`src/rtl/reg_file_mp_sb_if.sv`:
```
// Decode/writeback-facing bus of the multi-port register file with pending scoreboard.
// master = pipeline side (decode + writeback), slave = register file.
interface reg_file_mp_sb_if #(
  parameter int unsigned DATA_W   = 32,
  parameter int unsigned ADDR_W   = 5,
  parameter int unsigned NUM_READ = 2
);
  logic                         WRITE;
  logic [ADDR_W-1:0]            INADDRESS;
  logic [DATA_W-1:0]            IN;
  logic [NUM_READ*ADDR_W-1:0]   OUT_ADDR;
  logic [NUM_READ*DATA_W-1:0]   OUT;
  logic                         RSV;
  logic [ADDR_W-1:0]            RSV_ADDR;
  logic [NUM_READ-1:0]          PEND;
  logic                         READY;

  modport master (
    output WRITE, INADDRESS, IN, OUT_ADDR, RSV, RSV_ADDR,
    input  OUT, PEND, READY
  );

  modport slave (
    input  WRITE, INADDRESS, IN, OUT_ADDR, RSV, RSV_ADDR,
    output OUT, PEND, READY
  );
endinterface

```
`src/rtl/reg_file_mp_sb.sv`:
```
// NUM_READ-port register file (x0 = 0) with post-reset clear sequencer and pending scoreboard.
// Optional macro RF_WRITE_BYPASS_EN forwards a same-cycle writeback to matching read ports.
module reg_file_mp_sb #(
  parameter int unsigned DATA_W   = 32,
  parameter int unsigned ADDR_W   = 5,
  parameter int unsigned DEPTH    = 32,
  parameter int unsigned NUM_READ = 2
) (
  input  logic           CLK,
  input  logic           RESET,
  reg_file_mp_sb_if.slave bus
);
  localparam int unsigned IDX_W = $clog2(DEPTH);
  typedef logic [IDX_W-1:0] idx_t;
  localparam idx_t LAST_IDX = idx_t'(DEPTH - 1);

  typedef enum logic {S_CLEAR, S_RUN} state_t;

  state_t              state_q, state_d;
  idx_t                idx_q, idx_d;
  logic [DATA_W-1:0]   mem_q [DEPTH];
  logic [DEPTH-1:0]    busy_q;

  logic                clr_en, wr_en, rsv_en;
  idx_t                wr_idx, rsv_idx;
  logic [ADDR_W-1:0]   rd_addr;

  // x0 and out-of-range addresses never touch storage
  function automatic logic addr_ok(input logic [ADDR_W-1:0] a);
    return (a != '0) && (32'(a) < DEPTH);
  endfunction

  always_comb begin
    state_d = state_q;
    idx_d   = idx_q;
    clr_en  = 1'b0;
    wr_en   = 1'b0;
    rsv_en  = 1'b0;
    wr_idx  = bus.INADDRESS[IDX_W-1:0];
    rsv_idx = bus.RSV_ADDR[IDX_W-1:0];
    unique case (state_q)
      S_CLEAR: begin
        clr_en = 1'b1;
        idx_d  = idx_q + 1'b1;
        if (idx_q == LAST_IDX) state_d = S_RUN;
      end
      S_RUN: begin
        wr_en  = bus.WRITE && addr_ok(bus.INADDRESS);
        rsv_en = bus.RSV && addr_ok(bus.RSV_ADDR);
      end
    endcase
    if (RESET) begin
      clr_en = 1'b0;
      wr_en  = 1'b0;
      rsv_en = 1'b0;
    end
  end

  always_ff @(posedge CLK) begin
    if (RESET) begin
      state_q <= S_CLEAR;
      idx_q   <= '0;
    end else begin
      state_q <= state_d;
      idx_q   <= idx_d;
    end
  end

  // Reservation is applied after the commit so a same-address RSV keeps the bit set
  always_ff @(posedge CLK) begin
    if (RESET) begin
      busy_q <= '0;
    end else begin
      if (wr_en)  busy_q[wr_idx]  <= 1'b0;
      if (rsv_en) busy_q[rsv_idx] <= 1'b1;
    end
  end

  always_ff @(posedge CLK) begin
    if (clr_en)     mem_q[idx_q]  <= '0;
    else if (wr_en) mem_q[wr_idx] <= bus.IN;
  end

  assign bus.READY = (state_q == S_RUN);

  always_comb begin
    bus.OUT = '0;
    bus.PEND = '0;
    rd_addr = '0;
    for (int unsigned k = 0; k < NUM_READ; k++) begin
      rd_addr = bus.OUT_ADDR[k*ADDR_W +: ADDR_W];
      if ((state_q == S_RUN) && addr_ok(rd_addr)) begin
        bus.OUT[k*DATA_W +: DATA_W] = mem_q[rd_addr[IDX_W-1:0]];
        bus.PEND[k]                 = busy_q[rd_addr[IDX_W-1:0]];
`ifdef RF_WRITE_BYPASS_EN
        if (wr_en && (rd_addr == bus.INADDRESS)) begin
          bus.OUT[k*DATA_W +: DATA_W] = bus.IN;
          bus.PEND[k]                 = 1'b0;
        end
`else
`endif
      end
    end
  end
endmodule

```
`src/flat_wrapper.sv`:
```
// flat-port wrapper written by rule: the top's interface ports become plain ports
module reg_file_mp_sb_flat 
#(
  parameter int unsigned DATA_W   = 32,
  parameter int unsigned ADDR_W   = 5,
  parameter int unsigned DEPTH    = 32,
  parameter int unsigned NUM_READ = 2
)
  (CLK, RESET, bus_WRITE, bus_INADDRESS, bus_IN, bus_OUT_ADDR, bus_RSV, bus_RSV_ADDR, bus_OUT, bus_PEND, bus_READY);
  reg_file_mp_sb_if #(.DATA_W(DATA_W), .ADDR_W(ADDR_W), .NUM_READ(NUM_READ)) bus_i ();
  input  logic CLK;
  input  logic RESET;
  input wire logic [$bits(bus_i.WRITE)-1:0] bus_WRITE;
  input wire logic [$bits(bus_i.INADDRESS)-1:0] bus_INADDRESS;
  input wire logic [$bits(bus_i.IN)-1:0] bus_IN;
  input wire logic [$bits(bus_i.OUT_ADDR)-1:0] bus_OUT_ADDR;
  input wire logic [$bits(bus_i.RSV)-1:0] bus_RSV;
  input wire logic [$bits(bus_i.RSV_ADDR)-1:0] bus_RSV_ADDR;
  output wire logic [$bits(bus_i.OUT)-1:0] bus_OUT;
  output wire logic [$bits(bus_i.PEND)-1:0] bus_PEND;
  output wire logic [$bits(bus_i.READY)-1:0] bus_READY;
  assign bus_i.WRITE = bus_WRITE;
  assign bus_i.INADDRESS = bus_INADDRESS;
  assign bus_i.IN = bus_IN;
  assign bus_i.OUT_ADDR = bus_OUT_ADDR;
  assign bus_i.RSV = bus_RSV;
  assign bus_i.RSV_ADDR = bus_RSV_ADDR;
  assign bus_OUT = bus_i.OUT;
  assign bus_PEND = bus_i.PEND;
  assign bus_READY = bus_i.READY;
  reg_file_mp_sb #(.DATA_W(DATA_W), .ADDR_W(ADDR_W), .DEPTH(DEPTH), .NUM_READ(NUM_READ)) u_core (.CLK(CLK), .RESET(RESET), .bus(bus_i));
endmodule
```
`config.mk`:
```
export PLATFORM = sky130hd
export DESIGN_NAME = reg_file_mp_sb_flat
export DESIGN_NICKNAME = d
export VERILOG_FILES = /design/src/rtl/reg_file_mp_sb_if.sv /design/src/rtl/reg_file_mp_sb.sv /design/src/flat_wrapper.sv
export SDC_FILE = /design/constraint.sdc
export NUM_CORES = 1
export LEC_CHECK = 0
export ABC_CLOCK_PERIOD_IN_PS = 6020
export CAP_MARGIN = 10
export CORE_MARGIN = 2
export CORE_UTILIZATION = 40
export CTS_BUF_LIST = sky130_fd_sc_hd__clkbuf_16
export CTS_CLUSTER_SIZE = 12
export DETAILED_ROUTE_END_ITERATION = 12
export PLACE_DENSITY = 0.61
export SETUP_SLACK_MARGIN = 0.2
export SYNTH_ARGS = -nofsm -noshare
export SYNTH_HDL_FRONTEND = slang
export SYNTH_SLANG_ARGS = --single-unit
```
`constraint.sdc`:
```
create_clock -name CLK -period 6.02 [get_ports CLK]
set_input_delay 0.602 -clock CLK [delete_from_list [all_inputs] [get_ports CLK]]
set_output_delay 0.602 -clock CLK [all_outputs]
set_load 0.01 [all_outputs]
```
Word-level counts from Yosys, hierarchy flattened --
Memory sizes are Yosys's and may differ from the RTL's. Index checks and enable logic that the tools add are counted.
Storage, ports and cells: register bits after elaboration 38, memory bits (writable) 1024, output and inout port bits 67, input port bits 56, memories 1, word-level logic and storage cells 57
Memories:
- u_core.mem_q | depth 32, bits a word 32, rd ports 2, clocked after memory_dff 0, write ports 1, RTL line reg_file_mp_sb.sv:21 | logic [DATA_W-1:0] mem_q [DEPTH];
Operators by class: equal/unequal tests 1, reduce and logical (&&, ||, !) cells 11, mux-type cells 31, magnitude comparators 6, $add $sub $neg 1, bitwise operators 3
Operators by type and width (count):
- 32-bit 2-to-1 mux | 6
- 32-bit AND | 1
- 32-bit NOT | 1
- 32-bit bitwise OR | 1
- 32-bit OR reduction | 1
- 5-bit by 6-bit less-than comparator with 1-bit output, second input constant | 4
- 1-bit 2-to-1 mux | 20
- 5-bit nonzero test | 4
- 1-bit binary-select mux with 5-bit select | 2
- 1-bit demux with 5-bit select | 2
- 5-bit by 1-bit greater-or-equal comparator with 1-bit output, second input constant | 2
- 1-bit logical AND | 6
- 5-bit by 1-bit adder with 5-bit output, second input constant | 1
- 5-bit == test, second input constant | 1
- 5-bit 2-to-1 mux | 1

Longest topological paths before layout --
depth in word-level cells 10, gate-level depth with buffers 8, depth with buffers taken out 5

Least setup slack after synthesis --
No wires, ideal clock.
path kind input to register, start point in bus_INADDRESS[1], end point mem u_core.mem_q[26][0], enable pin, slack 0.688 ns, library setup time 0.501 ns, cell stages on the path 5, arrival 4.831 ns, path buffers 1, required time 5.519 ns, path through or2_1 buf_6 o311ai_4 mux2_1 nor4_1
Between the ends: word-level cells in the longest chain between the ends 9, elaborated cells between the ends (all ways) 10, those cells by class mux (7); reduce/logical (3)
RTL lines:
- from (decl) | RTL line flat_wrapper.sv:14 | input wire logic [$bits(bus_i.INADDRESS)-1:0] bus_INADDRESS;
- 5-bit nonzero test | RTL line reg_file_mp_sb.sv:30 | return (a != '0) && (32'(a) < DEPTH);
- 1-bit logical AND | RTL line reg_file_mp_sb.sv:48 | wr_en = bus.WRITE && addr_ok(bus.INADDRESS);
- 1-bit 2-to-1 mux | RTL line reg_file_mp_sb.sv:41 | unique case (state_q)
- 1-bit 2-to-1 mux | RTL line reg_file_mp_sb.sv:52 | if (RESET) begin
- 1-bit 2-to-1 mux | RTL line reg_file_mp_sb.sv:81 | else if (wr_en) mem_q[wr_idx] <= bus.IN;
- 1-bit 2-to-1 mux | RTL line reg_file_mp_sb.sv:80 | if (clr_en) mem_q[idx_q] <= '0;
- 1-bit 2-to-1 mux (implied by the code) | RTL line reg_file_mp_sb.sv:81
- 32-bit OR reduction (no source line)
- 5-bit 2-to-1 mux (no source line) / 1-bit 2-to-1 mux (equally long branches)
- to (decl) | RTL line reg_file_mp_sb.sv:21
Several ways; a longest one is shown, not always the timed one.

Worst setup path in the final report --
start point in bus_OUT_ADDR[6], end point out bus_OUT[42]
Between the ends: word-level cells in the longest chain between the ends 3, elaborated cells between the ends (all ways) 4, those cells by class mux (1); reduce/logical (2); memory (1)
RTL lines:
- from (decl) | RTL line flat_wrapper.sv:16 | input wire logic [$bits(bus_i.OUT_ADDR)-1:0] bus_OUT_ADDR;
- branches (longest 2 deep; another with memory read 32 x 32 bit)
- 32-bit 2-to-1 mux * | RTL line reg_file_mp_sb.sv:92 | if ((state_q == S_RUN) && addr_ok(rd_addr)) begin
- to (decl) | RTL line flat_wrapper.sv:19 | output wire logic [$bits(bus_i.OUT)-1:0] bus_OUT;
Every way passes the cells marked *.

==> qor.yml <==
synth:
  synth_ff_type: "edfxtp_1"
  synth-edff-count: 1024
  yosys.cell_types.count: 59
  yosysSeqAreaShare_pct: 62.85
  postSynthAreaPerCell_um2: 18.04
  syn_inst: 2779
  synth_nets: 2837
  async_flop_share_pct: 0
  synth_top_area_share_pct: 61.33
  synth_area_um2: 50130
  yosys-top-cells-area: "edfxtp_1 (61%), mux4_2 (18%), mux2i_1 (7.3%)"
  synth_seq_cells: 1062
  synth_area_leader_cell: "edfxtp_1"
  ys_warn_count: 0
power_and_ir_drop:
  p_per_area_nw_per_um2: 269.7
  p_leak_uw: 0.02018
  peakVddDrop_v: 0.0002337
hold_path:
  hold_start: "u_core.busy_q[0]"
  min_path_type: "reg2reg"
timing:
  period_needed_ns: 4.501
  maxSlewHeadroom_pct: 21.26
  hold_viol: 0
  worst_pin_slew_ns: 1.181
  finClkSkew_ns: 0.01763
  max_freq_ghz: 0.2222
  finalCritPeriodShare_pct: 74.76
  finalSetupViolCount: 0
  fin_setup_tns_ns: 0
  fin_ws_ns: 1.519
  slew_viol_final: 0
  grt_setup_unrepaired: "no"
placement:
  place_congestion: 0.8525
  dp_hpwl_um: 95750
  io_buffers: 122
  place_area_um2: 53510
  pre_cts_slack_ns: 1.520
layout:
  diodes: 0
  final_area_um2: 56830
  utilization_pct: 45.84
  final_nets: 2956
  synthToLayoutAreaGrowth_pct: 13.35
  drive_above_1_share_pct: 25.58
clocking:
  postCtsHoldBufs: 0
  cts_buffer_depth: 3
  cts_setup_buffers: 0
  clock_latency_ns: 0.71
  htree_levels: 3
  path_clk_slew_ns: 0.05
  cts.sinks: 1062
  tritoncts: "done"
  root_buffer: "clkbuf_16"
  post_cts_resized: 0
  numCtsBuffers: 110
global_routing:
  grt_overflow: 0
  grt_start_max_net_pins: 73
  grt_pass1_wl_um: 223900
  grt_usage_pct: 24.31
  grt_pass1_vias: 31021
  antenna_found_initial: 6
detailed_routing:
  vias: 30076
  wl_per_cell_um: 33.88
  drt_iter0_markers: 3574
  drc: 0
  dr.pass1.iters: 5
  vias_per_cell: 6.516
  antenna_left: 0
  wl_um: 156400
job:
  maxCapViolCount: 0
setup_path:
  crit_fanout: 52
  path_cells: "buf_8 -> buf_12 -> nor2_1 -> nand2_1 -> o21ai_4 -> buf_4 -> a211oi_1 -> clkdlybuf4s50_1"
  path_delay_family: "buffers and inverters"
  cp-end-kind: "primary output"
  cp_slowest_cell: "a211oi_1"
  r2r-start: "u_core.bus.READY"
  startpoint: "bus_OUT_ADDR[6]"
  worstSetupPathType: "in2out"
  arrival_ns: 3.90
  crit_buf_inv: 4
  startpoint_type: "input port"
  max_stage_delay_ns: 0.73
  crit_required_ns: 5.42
die:
  top_level_ports: 123
  die_y_um: 358.0
  dieArea_um2: 128200
  core_area_um2: 124000
  rows: 129
  start_util_pct: 40.44
  chipWidth_um: 358.0
status:
  outcome: "completed"
cell usage after synthesis (all sizes together) (2+ instances only):
| cell type | number |
|---|---|
| a211oi | 33 |
| a21o | 2 |
| a21oi | 66 |
| a221oi | 33 |
| a22oi | 16 |
| a2bb2oi | 33 |
| and2 | 35 |
| buf | 141 |
| clkbuf | 92 |
| dfxtp | 38 |
| edfxtp | 1024 |
| ha | 2 |
| inv | 19 |
| mux2 | 52 |
| mux2i | 366 |
| mux4 | 397 |
| nand2 | 89 |
| nand2b | 6 |
| nand3 | 60 |
| nand3b | 6 |
| nand4 | 8 |
| nor2 | 18 |
| nor2b | 14 |
| nor3 | 19 |
| nor4 | 31 |
| o211ai | 2 |
| o21ai | 18 |
| o221ai | 91 |
| o22a | 25 |
| o311ai | 2 |
| o32ai | 15 |
| or2 | 5 |
| or3 | 3 |
| or3b | 3 |
per-layer routing:
layer	up-vias	share of wire, %	global-route usage [%]
met5	-	0.015	0
met4	4	3.9	9.364
met3	301	8.6	4.830
met2	1645	48	39.78
met1	16086	39	32.11
li1	12040	-	-
worst reg2reg max path, cell delays in order (launching register included):
cell and delay [ns]:
dfxtp_1 0.30, buf_4 0.30, and2b_1 0.34, o311a_2 0.55, buf_4 0.56, and2_1 0.98
cell families after synthesis:
logic type	after synthesis	share of synthesized area, %
compound gates	340	5.221
xor+xnor	2	0.03495
fa+ha+maj	2	0.04991
buf+inv	252	2.358
flops	1062	62.85
mux	815	26.32
simple gates	306	3.167
cells in the final DEF, fill, tap and decap left out, types with 17 or more instances in the layout:
cell type,n
a211oi_1,33
nand2_1,89
buf_4,111
mux4_2,397
a221oi_1,33
o22a_1,25
clkinv_1,19
inv_1,54
nor2_1,17
edfxtp_1,1024
o221ai_1,91
a2bb2oi_1,33
clkdlybuf4s50_1,114
nand3_1,59
mux2i_1,366
a21oi_1,66
clkbuf_16,112
and2_1,34
dfxtp_1,38
mux2_2,50
final cells by class:
type                       count  area (um2)
clock buffer                 111        2778
clock inverter                82       515.5
fill                       10413       67130
inverter                      19       71.32
multi-input combinational   1465       17670
sequential                  1062       31510
tap                         1637        2048
timing repair buffer         240        2235
state kept, by name, indices dropped and copies added (netlist names):
register	count
u_core.idx_q	5
u_core.busy_q	32
u_core.bus.READY	1
u_core.mem_q	1024
final timing paths:
check / endpoint / depth (start not counted) / slack, ns
worst max-delay path: bus_OUT[42] / 8 / 1.52
worst min-delay path: u_core.busy_q[0] / 1 / 0.48
worst max register to register: u_core.mem_q[30][8] / 5 / 2.60
worst min register to register: u_core.busy_q[0] / 1 / 0.48
per-stage QoR:
| stage | power, uW | hold slack (ns) | instances |
|---|---|---|---|
| 6_report | 15330 | 0.4815 | 4616 |
| 5_1_grt | 15740 | 0.4959 | 4616 |
| 4_1_cts | 15400 | 0.4825 | 4615 |
| 3_5_place_dp | 9150 | 0.4731 | 4422 |
| 3_3_place_gp | 9138 | 0.4745 | 4422 |
| 2_1_floorplan | 8838 | 0.4548 | 2779 |
power by group:
group          leakage, uW  internal (uW)  total (uW)  switching [uW]
clock              0.00175           3490        6330            2840
sequential          0.0114           8030        8050            20.8
combinational      0.00702            387         951             564
(Power assumes the default switching activity.)
